$ cat src/rtl/reg_pkg.sv
// Shared constants and sizing helper for the reg_pipe register chain.
package reg_pkg;

    localparam int DEFAULT_WIDTH = 32;
    localparam int DEFAULT_DEPTH = 2;

    // Bits needed to hold an occupancy value in the range 0..depth.
    function automatic int count_width(input int depth);
        return (depth < 1) ? 1 : $clog2(depth + 1);
    endfunction

endpackage

$ cat src/rtl/reg_pipe_stage.sv
// One pipeline register: a data word plus valid bit with combinational ready chaining.
module reg_pipe_stage #(
    parameter int WIDTH = 32
) (
    input  logic             clk,
    input  logic             rst,
    input  logic             flush,
    input  logic             up_valid,
    input  logic [WIDTH-1:0] up_data,
    input  logic             down_ready,
    output logic             valid,
    output logic [WIDTH-1:0] data,
    output logic             ready,
    output logic             valid_next
);

    logic             valid_q;
    logic             valid_d;
    logic [WIDTH-1:0] data_q;
    logic [WIDTH-1:0] data_d;

    // An empty stage can always take a word; a full one only if it can pass its word on.
    assign ready = !valid_q || down_ready;

    always_comb begin
        valid_d = valid_q;
        data_d  = data_q;
        if (flush) begin
            valid_d = 1'b0;
        end else if (ready) begin
            valid_d = up_valid;
            if (up_valid) begin
                data_d = up_data;
            end
        end
    end

    always_ff @(posedge clk or posedge rst) begin
        if (rst) begin
            valid_q <= 1'b0;
            data_q  <= '0;
        end else begin
            valid_q <= valid_d;
            data_q  <= data_d;
        end
    end

    assign valid      = valid_q;
    assign data       = data_q;
    assign valid_next = valid_d;

endmodule

$ cat src/rtl/reg_pipe.sv
// Valid/ready register pipeline of DEPTH stages with flush and a registered occupancy count.
module reg_pipe
    import reg_pkg::*;
#(
    parameter int WIDTH = DEFAULT_WIDTH,
    parameter int DEPTH = DEFAULT_DEPTH
) (
    input  logic                           clk,
    input  logic                           rst,
    input  logic                           flush,
    input  logic                           in_valid,
    output logic                           in_ready,
    input  logic [WIDTH-1:0]               in_data,
    output logic                           out_valid,
    input  logic                           out_ready,
    output logic [WIDTH-1:0]               out_data,
    output logic [count_width(DEPTH)-1:0]  count
);

    localparam int CW = count_width(DEPTH);

    logic             stage_valid      [DEPTH];
    logic [WIDTH-1:0] stage_data       [DEPTH];
    logic             stage_ready      [DEPTH+1];
    logic             stage_valid_next [DEPTH];
    logic             feed_valid       [DEPTH];
    logic [WIDTH-1:0] feed_data        [DEPTH];

    logic [CW-1:0] count_q;
    logic [CW-1:0] count_d;

    assign stage_ready[DEPTH] = out_ready;

    generate
        for (genvar gi = 0; gi < DEPTH; gi++) begin : g_stage
            if (gi == 0) begin : g_head
                assign feed_valid[gi] = in_valid;
                assign feed_data[gi]  = in_data;
            end else begin : g_body
                assign feed_valid[gi] = stage_valid[gi-1];
                assign feed_data[gi]  = stage_data[gi-1];
            end

            reg_pipe_stage #(
                .WIDTH (WIDTH)
            ) u_stage (
                .clk        (clk),
                .rst        (rst),
                .flush      (flush),
                .up_valid   (feed_valid[gi]),
                .up_data    (feed_data[gi]),
                .down_ready (stage_ready[gi+1]),
                .valid      (stage_valid[gi]),
                .data       (stage_data[gi]),
                .ready      (stage_ready[gi]),
                .valid_next (stage_valid_next[gi])
            );
        end
    endgenerate

    // Count tracks the valid bits the stages will hold after this edge.
    always_comb begin
        count_d = '0;
        for (int i = 0; i < DEPTH; i++) begin
            count_d = count_d + CW'(stage_valid_next[i]);
        end
    end

    always_ff @(posedge clk or posedge rst) begin
        if (rst) begin
            count_q <= '0;
        end else begin
            count_q <= count_d;
        end
    end

    assign in_ready  = stage_ready[0] && !flush;
    assign out_valid = stage_valid[DEPTH-1] && !flush;
    assign out_data  = stage_data[DEPTH-1];
    assign count     = count_q;

endmodule

$ cat config.mk
export PLATFORM = sky130hd
export DESIGN_NAME = reg_pipe
export DESIGN_NICKNAME = d
export VERILOG_FILES = /design/src/rtl/reg_pkg.sv /design/src/rtl/reg_pipe_stage.sv /design/src/rtl/reg_pipe.sv
export SDC_FILE = /design/constraint.sdc
export NUM_CORES = 1
export LEC_CHECK = 0
export BUFFER_PORTS_ARGS = -buffer_cell sky130_fd_sc_hd__buf_2
export CAP_MARGIN = 20
export CORE_MARGIN = 2
export CORE_UTILIZATION = 58
export CTS_BUF_LIST = sky130_fd_sc_hd__clkbuf_4 sky130_fd_sc_hd__clkbuf_8
export CTS_CLUSTER_DIAMETER = 60
export CTS_CLUSTER_SIZE = 25
export DETAILED_ROUTE_END_ITERATION = 10
export PLACE_DENSITY = 0.94
export SLEW_MARGIN = 15
export SYNTH_ARGS = -nofsm -noshare
export SYNTH_HDL_FRONTEND = slang
export SYNTH_SLANG_ARGS = --single-unit
$ cat constraint.sdc
create_clock -name clk -period 3.67 [get_ports clk]
set_clock_uncertainty 0.15 [all_clocks]
set_input_delay 0.1835 -clock clk [delete_from_list [all_inputs] [get_ports clk]]
set_output_delay 0.1835 -clock clk [all_outputs]
set_load 0.01 [all_outputs]
Word level (Yosys, flattened, before mapping)
Cells that the tools add are included.
Word-level totals
  register bits: 68
  output and inout bits: 36
  word-level logic and storage cells: 20
Operators by class
  bitwise gates (word level): 1
  reductions and logical operators: 9
  mux-type cells: 4
  add/sub/neg operators: 1
Operator list (count)
  3-bit AND reduction: 2
  1-bit 2-to-1 mux: 4
  1-bit logical NOT: 3
  1-bit by 1-bit adder with 2-bit output: 1
  1-bit logical AND: 2
  1-bit logical OR: 2
  1-bit inverter: 1

Logic depth before layout (Yosys ltp)
Gate-level depths: netlist of the first run.
  depth after elaboration: 6
  mapped depth: 5
  depth with buffers taken out: 4

Cells and area by module
From an unflattened synthesis of the first run, not the netlist that was laid out.
Unflattened totals
  cell total of the unflattened synthesis: 154
  area total of the unflattened synthesis: 2613.8 µm²
Modules (own cells, without submodules)
  reg_pipe_stage: cells an instance 74, times used 2, area each 1267.5 µm²
  reg_pipe: cells an instance 6, times used 1, area each 78.8 µm²

Worst setup path after synthesis of the first run
No wires, ideal clock.
  path type: reg-to-reg
  start point: reg g_stage[1].u_stage.valid_q
  end point: reg g_stage[0].u_stage.data_q[0]
  data arrival time: 1476 ps
  library setup time: 125 ps
  cell stages (with the launch flop): 6
  path slack: 1919 ps
  path buffers: 2
  path through: dfrtp_1 -> and3b_1 -> or3b_1 -> buf_6 -> buf_12 -> mux2_4
On the way
  longest elaborated chain between the ends: 4
Ends and longest elaborated chain
  start: declaration: RTL line reg_pipe_stage.sv:17  | logic valid_q;
  start signal: assignment: RTL line reg_pipe_stage.sv:43  | valid_q <= valid_d;
  1-bit logical NOT: RTL line reg_pipe_stage.sv:23  | assign ready = !valid_q || down_ready;
  1-bit logical OR (2 in a row): RTL line reg_pipe_stage.sv:23
  3-bit AND reduction (no source line)
  end signal: assignment: RTL line reg_pipe_stage.sv:44  | data_q <= data_d;
  end: declaration: RTL line reg_pipe_stage.sv:19  | logic [WIDTH-1:0] data_q;
No other way between the ends.
A chain may end at the register's enable or synchronous reset.

Worst setup path after layout of the first run
  start point: reg g_stage[1].u_stage.valid_q
  end point: reg g_stage[0].u_stage.data_q[21]
The elaborated chain is that of the path after synthesis.

==> flow_summary.toml, run 1 <==
[outcome]
status = "completed"

[timing]
finalHoldViolCount = 0
slew_headroom = 0.483
clock.fmax_mhz = 447
grt_setup_unrepaired = "no"
finalMaxSlewViolations = 0
final.min_clock_period_ns = 2.24
tightest_slew_ns = 0.774
tns_ns = 0
setup_viol = 0
fin_crit_sh = 0.610

[global_route]
grt_pass1_wl_mm = 8.38
grt_max_degree = 40
antenna_found_initial = 0
grt_usage = 0.222
grt_pass1_vias = 1757
grt-ovfl-total = 0

[synthesis]
synth_xor_area_frac = 0
syn_nets = 189
synth_top_family_by_area = "multiplexers"
ys.flop_type = "dfrtp_1"
ys_warn_count = 0
netlist_area_um2 = 2700
synthTopCellsByCount = "68 x dfrtp_1, 34 x mux2_2, 30 x mux2_4"
synth_compound_area_frac = 0.00186
ys_top_cells_by_area = "dfrtp_1 63%, mux2_4 17%, mux2_2 14%, buf_12 2.2%, buf_2 0.56%"
synth_fa_ha_area_frac = 0.00464
synth.most_common_cell = "dfrtp_1"
ys_seq_elements = 68
async_flop_share = 1.00
postSynthAreaPerCell_um2 = 17.8
synthCells = 151
yosysUniqueCellTypes = 15
yosys.area.top_type = "dfrtp_1"
synth_top_area_frac = 0.631
synth-simple-area-share = 0.0181
synthMuxAreaShare = 0.309
synth_edf_count = 0
yosysSeqAreaShare = 0.631

[clock_tree]
clk_latency_ns = 0.33
cts.repair.resized = 0
ctsLongestPathBuffers = 2
cts_inserted_buffers = 9
cts-root-buf = "clkbuf_8"
postCtsSetupBuffers = 0
cts.clk_slew.worst_paths_ns = 0.07
holdBufCountCts = 35
tritoncts = "yes"
clkSinkCount = 68
cts_max_level = 3

[run]
maxCapViolCount = 0

[placed_design]
placedInstanceArea_um2 = 3050
dp_hpwl_mm = 3.05
io_buffers = 72
place_congestion = 0.728

[finish]
num-nets-final = 303
n_antenna_cell = 0
syn_to_final_growth_pct = 33.4
final_area_um2 = 3590
n_fill_cell = 248
drive_gt1_frac = 0.581

[detailed_routing]
totalWireLength_mm = 5.17
first_pass_iters = 4
drtIter0Drc = 70
post_drt_wl_per_cell_um = 16.1
drc = 0
vias = 1630
routed_via_density = 5.06
antenna_left = 0

[floorplan]
row_count = 24
io_pins = 73
coreArea_um2 = 4410
die_area_um2 = 5210
start_util = 0.611
die-height_um = 72.2
die_w_um = 72.2

[setup_path]
reg2reg_from = "g_stage[1].u_stage.valid"
slowest_delay_ns = 0.77
startpoint_type = "flop"
crit_path_top_delay_cell = "or3b_2"
crit_fanout = 19
reg2reg_slack_ns = 1.43
crit_path_start = "g_stage[1].u_stage.valid"
path_class = "reg2reg"
path_cells = "and3b_1, or3b_2, buf_16, mux2_4"
path_buf_inv = 1
worst_ep_arrival_time_ns = 2.30
critPathRequiredTime_ns = 3.73
critPathTopFamily = "simple AND/OR/NAND/NOR gates"
cp-end-kind = "flop"

[power_and_ir_drop]
leakagePower_nw = 1.82
vdd_drop_max_mv = 0.348
power_density_nw_per_um2 = 551

[min_path]
hp-start = "out_ready"
hp-class = "in2reg"
worst min-delay path: cells and delay by family:
family	cells	cell delay, ns
buffers and inverters	1	0.08
AO/OA/AOI/OAI	1	0.10
AND/OR/NAND/NOR	1	0.11
final timing paths:
kind	end	cells after the start
worst max-delay path	g_stage[0].u_stage.data[21]	4
worst min-delay path	g_stage[1].u_stage.valid	3
worst max register to register	g_stage[0].u_stage.data[21]	4
worst min register to register	g_stage[1].u_stage.data[25]	1
max in group asynchronous	g_stage[0].u_stage.data[27]	4
min in group asynchronous	g_stage[1].u_stage.data[25]	3
where the power goes:
group          total, mW  leakage (nW)  internal [mW]  switching, mW
Sequential          1.00         0.810          0.916         0.0838
Clock              0.516        0.0954          0.256          0.260
Combinational      0.463         0.919          0.275          0.188
registers in the layout, indices dropped and copies added (netlist names):
name,flops
count,2
g_stage.u_stage.data,64
g_stage.u_stage.valid,2
area by class of cell:
cell class | count | area, µm² | share of cell area
Sequential cell | 68 | 1700 | 0.473
Multi-Input combinational cell | 74 | 900 | 0.250
Timing Repair Buffer | 110 | 753 | 0.210
Clock buffer | 10 | 138 | 0.0383
Tap cell | 52 | 65.1 | 0.0181
Clock inverter | 6 | 30.0 | 0.00835
Inverter | 2 | 7.51 | 0.00209
placed cells by master, fill, tap and decap left out:
master and instances:
buf_4 2, dfrtp_1 68, mux2_4 30, nand2b_1 1
a21oi_1 1, inv_2 1, buf_16 1, mux2_2 34
dlygate4sd3_1 35, and3b_1 1, nand3b_1 1, or3b_2 1
clkinv_2 6, nor2_1 3, ha_1 1, buf_2 72
inv_1 1, clkbuf_8 10, nor2b_1 1
logic make-up (layout without fill, tap and decap cells):
family / after synthesis / count (layout)
AO/OA/AOI/OAI: 1 / 1
adder cells (fa/ha/maj): 1 / 1
buffers and inverters: 9 / 128
flip-flops: 68 / 68
multiplexers: 64 / 64
AND/OR/NAND/NOR: 8 / 8
per-layer routing:
layer | up-vias | part of all wire | track usage
met5 | - | 0 | 0
met4 | 0 | 0.016 | 0.122
met3 | 9 | 0.041 | 0.0514
met2 | 43 | 0.52 | 0.358
met1 | 822 | 0.43 | 0.278
li1 | 756 | - | -
metrics by stage:
step	cells	util	power (mW)	setup WS, ns	hold slack [ns]
3_5_place_dp	270	0.691	1.44	1.45	0.218
4_1_cts	321	0.808	1.99	1.43	0.0228
5_1_grt	322	0.814	2.09	1.39	0.0667
3_3_place_gp	270	0.691	1.42	1.50	0.212
6_report	322	0.814	1.98	1.43	0.0449
2_1_floorplan	151	-	1.27	1.62	0.111
Note: power is estimated with default switching activity, not from simulation.
==> inputs of run 2 (changes only) <==
- ABC_AREA: unset -> 1
- CORE_UTILIZATION: 58 -> 49
- PLACE_DENSITY: 0.94 -> 0.85
- clock period: 3.67 -> 1.8 ns (I/O delays scaled with it)
==> run 2 against run 1 <==
  * Critical path depth stayed put
  * Synthesized cell count rose by 96%
  * Core utilization fell by 13 points
  * Via count up 43%
  * Critical path type is now reg2out
  * First-iteration DRC count up 110%
  * Sequential cell count unchanged
  * Largest cell class unchanged
  * Count of clock-buffer cells in the layout increased by 6
  * Register-to-register slack got worse by 1.1 ns
  * Routed wire length grew 22%
==> flow_summary.toml, run 2 <==
[outcome]
status = "completed"

[finish]
num-nets-final = 441
n_fill_cell = 423
final_cells = 480
syn_to_final_growth_pct = 34.9
drive_gt1_frac = 0.248
regArea_um2 = 1700
n_antenna_cell = 0
final_area_um2 = 3720
final_cell_mix = "130 x nand2_1, 72 x buf_2, 68 x dfrtp_1, 64 x nand3_1, 35 x dlygate4sd3_1"
mostFrequentLayoutCell = "nand2_1"
utilization = 0.680
largest_reg_flops = 64
multi_input_area_um2 = 890

[clock_tree]
cts.clk_slew.worst_paths_ns = 0.07
ctsLongestPathBuffers = 2
cts-root-buf = "clkbuf_8"
tritoncts = "yes"
cts_inserted_buffers = 9
clk_latency_ns = 0.34
cts_max_level = 3
clkSinkCount = 68
postCtsSetupBuffers = 0

[synthesis]
postSynthAreaPerCell_um2 = 9.32
ys_seq_elements = 68
netlist_area_um2 = 2760
synth_edf_count = 0
ys_warn_count = 0
synthCells = 296
yosysUniqueCellTypes = 14
synth_top_area_frac = 0.617
syn_nets = 334
ys_top_cells_by_area = "dfrtp_1 62%, nand2_1 18%, nand3_1 12%, buf_6 2.5%, buf_4 1.6%"
yosys.area.top_type = "dfrtp_1"
synth.most_common_cell = "nand2_1"
synthTopCellsByCount = "130 x nand2_1, 68 x dfrtp_1, 64 x nand3_1"
yosysSeqAreaShare = 0.617
ys.flop_type = "dfrtp_1"
async_flop_share = 1.00

[placed_design]
io_buffers = 72
dp.cells = 429
placedInstanceArea_um2 = 3160
place_ws_ns = 0.333
dp_hpwl_mm = 3.98
place_congestion = 0.693

[power_and_ir_drop]
combinationalPowerShare = 0.177
p_sw_mw = 1.05
seqPwrFrac = 0.498
finalPower_mw = 3.85
clkPwrFrac = 0.325
power_density_nw_per_um2 = 1040
netSwitchingFraction = 0.272
internal_power_mw = 2.80
vdd_drop_max_mv = 0.530
leakagePower_nw = 2.07

[timing]
grt_setup_unrepaired = "no"
slew_headroom = 0.757
holdWs_ns = 0.0538
tns_ns = 0
setup_viol = 0
tightest_slew_ns = 0.364
setup_ws_ns = 0.243
finalHoldViolCount = 0
fin_crit_sh = 0.865
finalMaxSlewViolations = 0
final.min_clock_period_ns = 1.56
clock.fmax_mhz = 642

[detailed_routing]
vias = 2332
post_drt_wl_per_cell_um = 13.1
first_pass_iters = 4
routed_via_density = 4.86
drc = 0
drtIter0Drc = 147
antenna_left = 0
totalWireLength_mm = 6.31

[global_route]
grt_max_degree = 69
grt_pass1_vias = 2248
grt-ovfl-total = 0
antenna_found_initial = 0
grt_usage = 0.218
grt_pass1_wl_mm = 10.5

[floorplan]
die-height_um = 79.0
die_area_um2 = 6240
io_pins = 73
start_util = 0.504
coreArea_um2 = 5470
row_count = 27
die_w_um = 79.0

[setup_path]
worst_ep_arrival_time_ns = 1.32
slowest_delay_ns = 0.39
crit_path_top_delay_cell = "dfrtp_1"
crit_fanout = 12
startpoint_type = "flop"
path_cells = "nand3_2, nand2_1, inv_1, buf_2"
cp-end-kind = "output port"
path_class = "reg2out"
critPathRequiredTime_ns = 1.56

[min_path]
hp-class = "in2reg"

[run]
maxCapViolCount = 0
## run 2: worst paths after layout
kind                                             startpoint  slack, ns  depth (start not counted)                           to
worst min register to register  g_stage[0].u_stage.data[24]       0.32                          2  g_stage[0].u_stage.data[24]
worst min-delay path                              out_ready       0.05                          4     g_stage[1].u_stage.valid
worst max-delay path               g_stage[1].u_stage.valid       0.24                          4                     in_ready
max in group asynchronous                               rst       0.95                          4  g_stage[1].u_stage.data[14]
worst max register to register     g_stage[1].u_stage.valid       0.32                          5  g_stage[1].u_stage.data[29]
min in group asynchronous                               rst       0.24                          4                     count[1]
## run 2: logic make-up after synthesis
kind of cell,Yosys count,share of synthesized area
AND/OR/NAND/NOR,200,0.314
flip-flops,68,0.617
adder cells (fa/ha/maj),1,0.00454
buffers and inverters,25,0.0603
AO/OA/AOI/OAI,2,0.00363
## run 2: layout make-up
cell class,instances,share of cell area
inverters,7,0.00807
repair buffers,114,0.215
clock buffers,16,0.0558
well taps,72,0.0242
multi-input cells,203,0.239
flip-flops and latches,68,0.457
## run 2: critical path: cells and delay by family (launching register included)
family        cells  cell delay, ns
flops             1            0.39
simple gates      2            0.41
buf+inv           2            0.18
## run 2: power by group through the flow
stage | sequential (mW) | clock [mW] | combinational [mW]
after CTS | 1.92 | 1.27 | 0.690
final | 1.92 | 1.25 | 0.682
after floorplan | 1.99 | 0 | 0.291
after detailed placement | 1.94 | 0 | 0.632
after global routing | 1.94 | 1.35 | 0.765
after global placement | 1.93 | 0 | 0.606
## run 2: timing repair
| item | CTS | global route |
|---|---|---|
| hold buffers | 35 | 0 |
| gates resized for setup | 0 | 0 |
| hold endpoints to repair | 102 | 0 |
## run 2: layer usage
metal / track usage / wire [µm] / vias to the layer above / part of all wire
met4: 0.0810 / 82 / 0 / 0.013
li1: - / - / 1154 / -
met2: 0.336 / 3050 / 63 / 0.48
met1: 0.302 / 2870 / 1106 / 0.45
met5: 0 / 0 / - / 0
met3: 0.0534 / 309 / 9 / 0.049
==> inputs of run 3 (changes only) <==
- clock period: 1.8 -> 1.34 ns (I/O delays scaled with it)
==> run 3 against run 2 <==
  * Combinational power grew 38%
  * Final area rose by 2.9%
  * Die area unchanged
  * First-iteration DRC count increased by 8.2%
  * Clock power rose by 33%
  * Largest power group unchanged
  * Non-clock buffer count increased by 7
  * Global-route usage increased by 0.92 points
  * The run now ends with setup timing left
  * Count of clock-buffer cells in the layout shrank 3
  * Cell count is 1.5% higher
  * Sequential share of layout area fell by 1.2 points
==> flow_summary.toml, run 3 (same netlist as run 2, synthesis figures left out) <==
[finish]
n_antenna_cell = 0
drive_gt1_frac = 0.272
num-nets-final = 449
largest_reg_flops = 64
utilization = 0.699
syn_to_final_growth_pct = 38.7
final_area_um2 = 3830
final_cell_mix = "128 x nand2_1, 72 x buf_2, 67 x dfrtp_1, 64 x nand3_1, 35 x dlygate4sd3_1"
mostFrequentLayoutCell = "nand2_1"

[setup_path]
reg2reg_slack_ns = -0.03
reg2reg_depth = 3
critPathRequiredTime_ns = 1.12
regToRegEndpoint = "count[0]"
endpoint = "in_ready"
cp-end-kind = "output port"
crit_path_start = "g_stage[0].u_stage.valid"
path_cells = "nand3_4, buf_8, nand2_2, inv_1, buf_2"
slowest_delay_ns = 0.41
worst_ep_arrival_time_ns = 1.17
startpoint_type = "flop"
reg2reg_from = "g_stage[1].u_stage.valid"
crit_fanout = 2
path_class = "reg2out"
crit_path_top_delay_cell = "dfrtp_1"

[run]
maxCapViolCount = 0

[detailed_routing]
antenna_left = 0
drc = 0
first_pass_iters = 5
totalWireLength_mm = 6.71
drtIter0Drc = 159
vias = 2422
routed_via_density = 4.97
post_drt_wl_per_cell_um = 13.8

[timing]
grt_setup_unrepaired = "yes"
setup_ws_ns = -0.0497
clock.fmax_mhz = 720
setup_viol = 9
final.min_clock_period_ns = 1.39
fin_crit_sh = 1.04
finalHoldViolCount = 0
holdWs_ns = 0.119
tightest_slew_ns = 0.454
finalMaxSlewViolations = 0
slew_headroom = 0.697
tns_ns = -0.145

[floorplan]
row_count = 27
die_area_um2 = 6240
die_w_um = 79.0
start_util = 0.504
coreArea_um2 = 5470
io_pins = 73
die-height_um = 79.0

[clock_tree]
clk_latency_ns = 0.33
cts_max_level = 3
cts.clk_slew.worst_paths_ns = 0.07
ctsLongestPathBuffers = 2
cts_inserted_buffers = 9
cts-root-buf = "clkbuf_8"
clkSinkCount = 68
tritoncts = "yes"

[global_route]
grt_pass1_vias = 2361
antenna_found_initial = 0
grt_pass1_wl_mm = 10.8
grt-ovfl-total = 0
grt_usage = 0.227
grt_max_degree = 38

[outcome]
violations = "setup timing"
status = "complete, but fails checks"

[placed_design]
place_congestion = 0.681
io_buffers = 72
dp_hpwl_mm = 3.94
placedInstanceArea_um2 = 3160

[min_path]
hp-class = "in2reg"

[power_and_ir_drop]
finalPower_mw = 5.18
power_density_nw_per_um2 = 1350
leakagePower_nw = 2.11
vdd_drop_max_mv = 1.01
run 3: cell type report:
type	count	area [µm²]
sequential	68	1700
clock inverter	2	35.0
timing repair buffer	121	862
clock buffer	13	160
tap	72	90.1
inverter	7	30.0
multi-input combinational	204	946
fill	413	1650
run 3: worst min-delay path by stage:
stage | slack, ns | cells past startpoint | start | endpoint
after floorplan | -0.02 | 1 | flush | g_stage[1].u_stage.valid
after global placement | 0.04 | 3 | rst | count[1]
after detailed placement | 0.05 | 3 | rst | count[1]
after CTS | 0.009 | 4 | out_ready | g_stage[1].u_stage.valid
after global routing | 0.13 | 5 | out_ready | g_stage[0].u_stage.valid
final | 0.12 | 5 | out_ready | g_stage[0].u_stage.valid
run 3: worst max-delay path, delay by kind of cell (launching register included):
kind / cells / cell delay [ns]
buffers and inverters: 3 / 0.29
flip-flops: 1 / 0.41
AND/OR/NAND/NOR: 2 / 0.14
run 3: through the flow:
stage	setup WS, ns	std cells
finish	-0.0497	487
global route	-0.0965	487
CTS	-0.0544	484
detailed placement	0.0317	432
global placement	0.0939	432
floorplan	0.0111	296
run 3: repair_timing:
action,4_1_cts,5_1_grt
endpoints found under the setup margin,1,66
hold buffers,35,0
setup buffers,2,2
hold endpoints to repair,102,0
pin swaps,1,1
cloned,0,1
resized for setup,3,11
run 3: per-layer routing:
| layer | vias to the layer above | global-route usage | wire [µm] | share of wire |
|---|---|---|---|---|
| met1 | 1147 | 0.294 | 2800 | 0.42 |
| met3 | 11 | 0.0614 | 514 | 0.077 |
| met4 | 0 | 0.0879 | 104 | 0.015 |
| met5 | - | 0 | 0 | 0 |
| met2 | 92 | 0.369 | 3300 | 0.49 |
| li1 | 1172 | - | - | - |
run 3: power breakdown:
part	switching [mW]	internal (mW)
combinational	0.516	0.423
clock	0.696	0.961
sequential	0.194	2.39
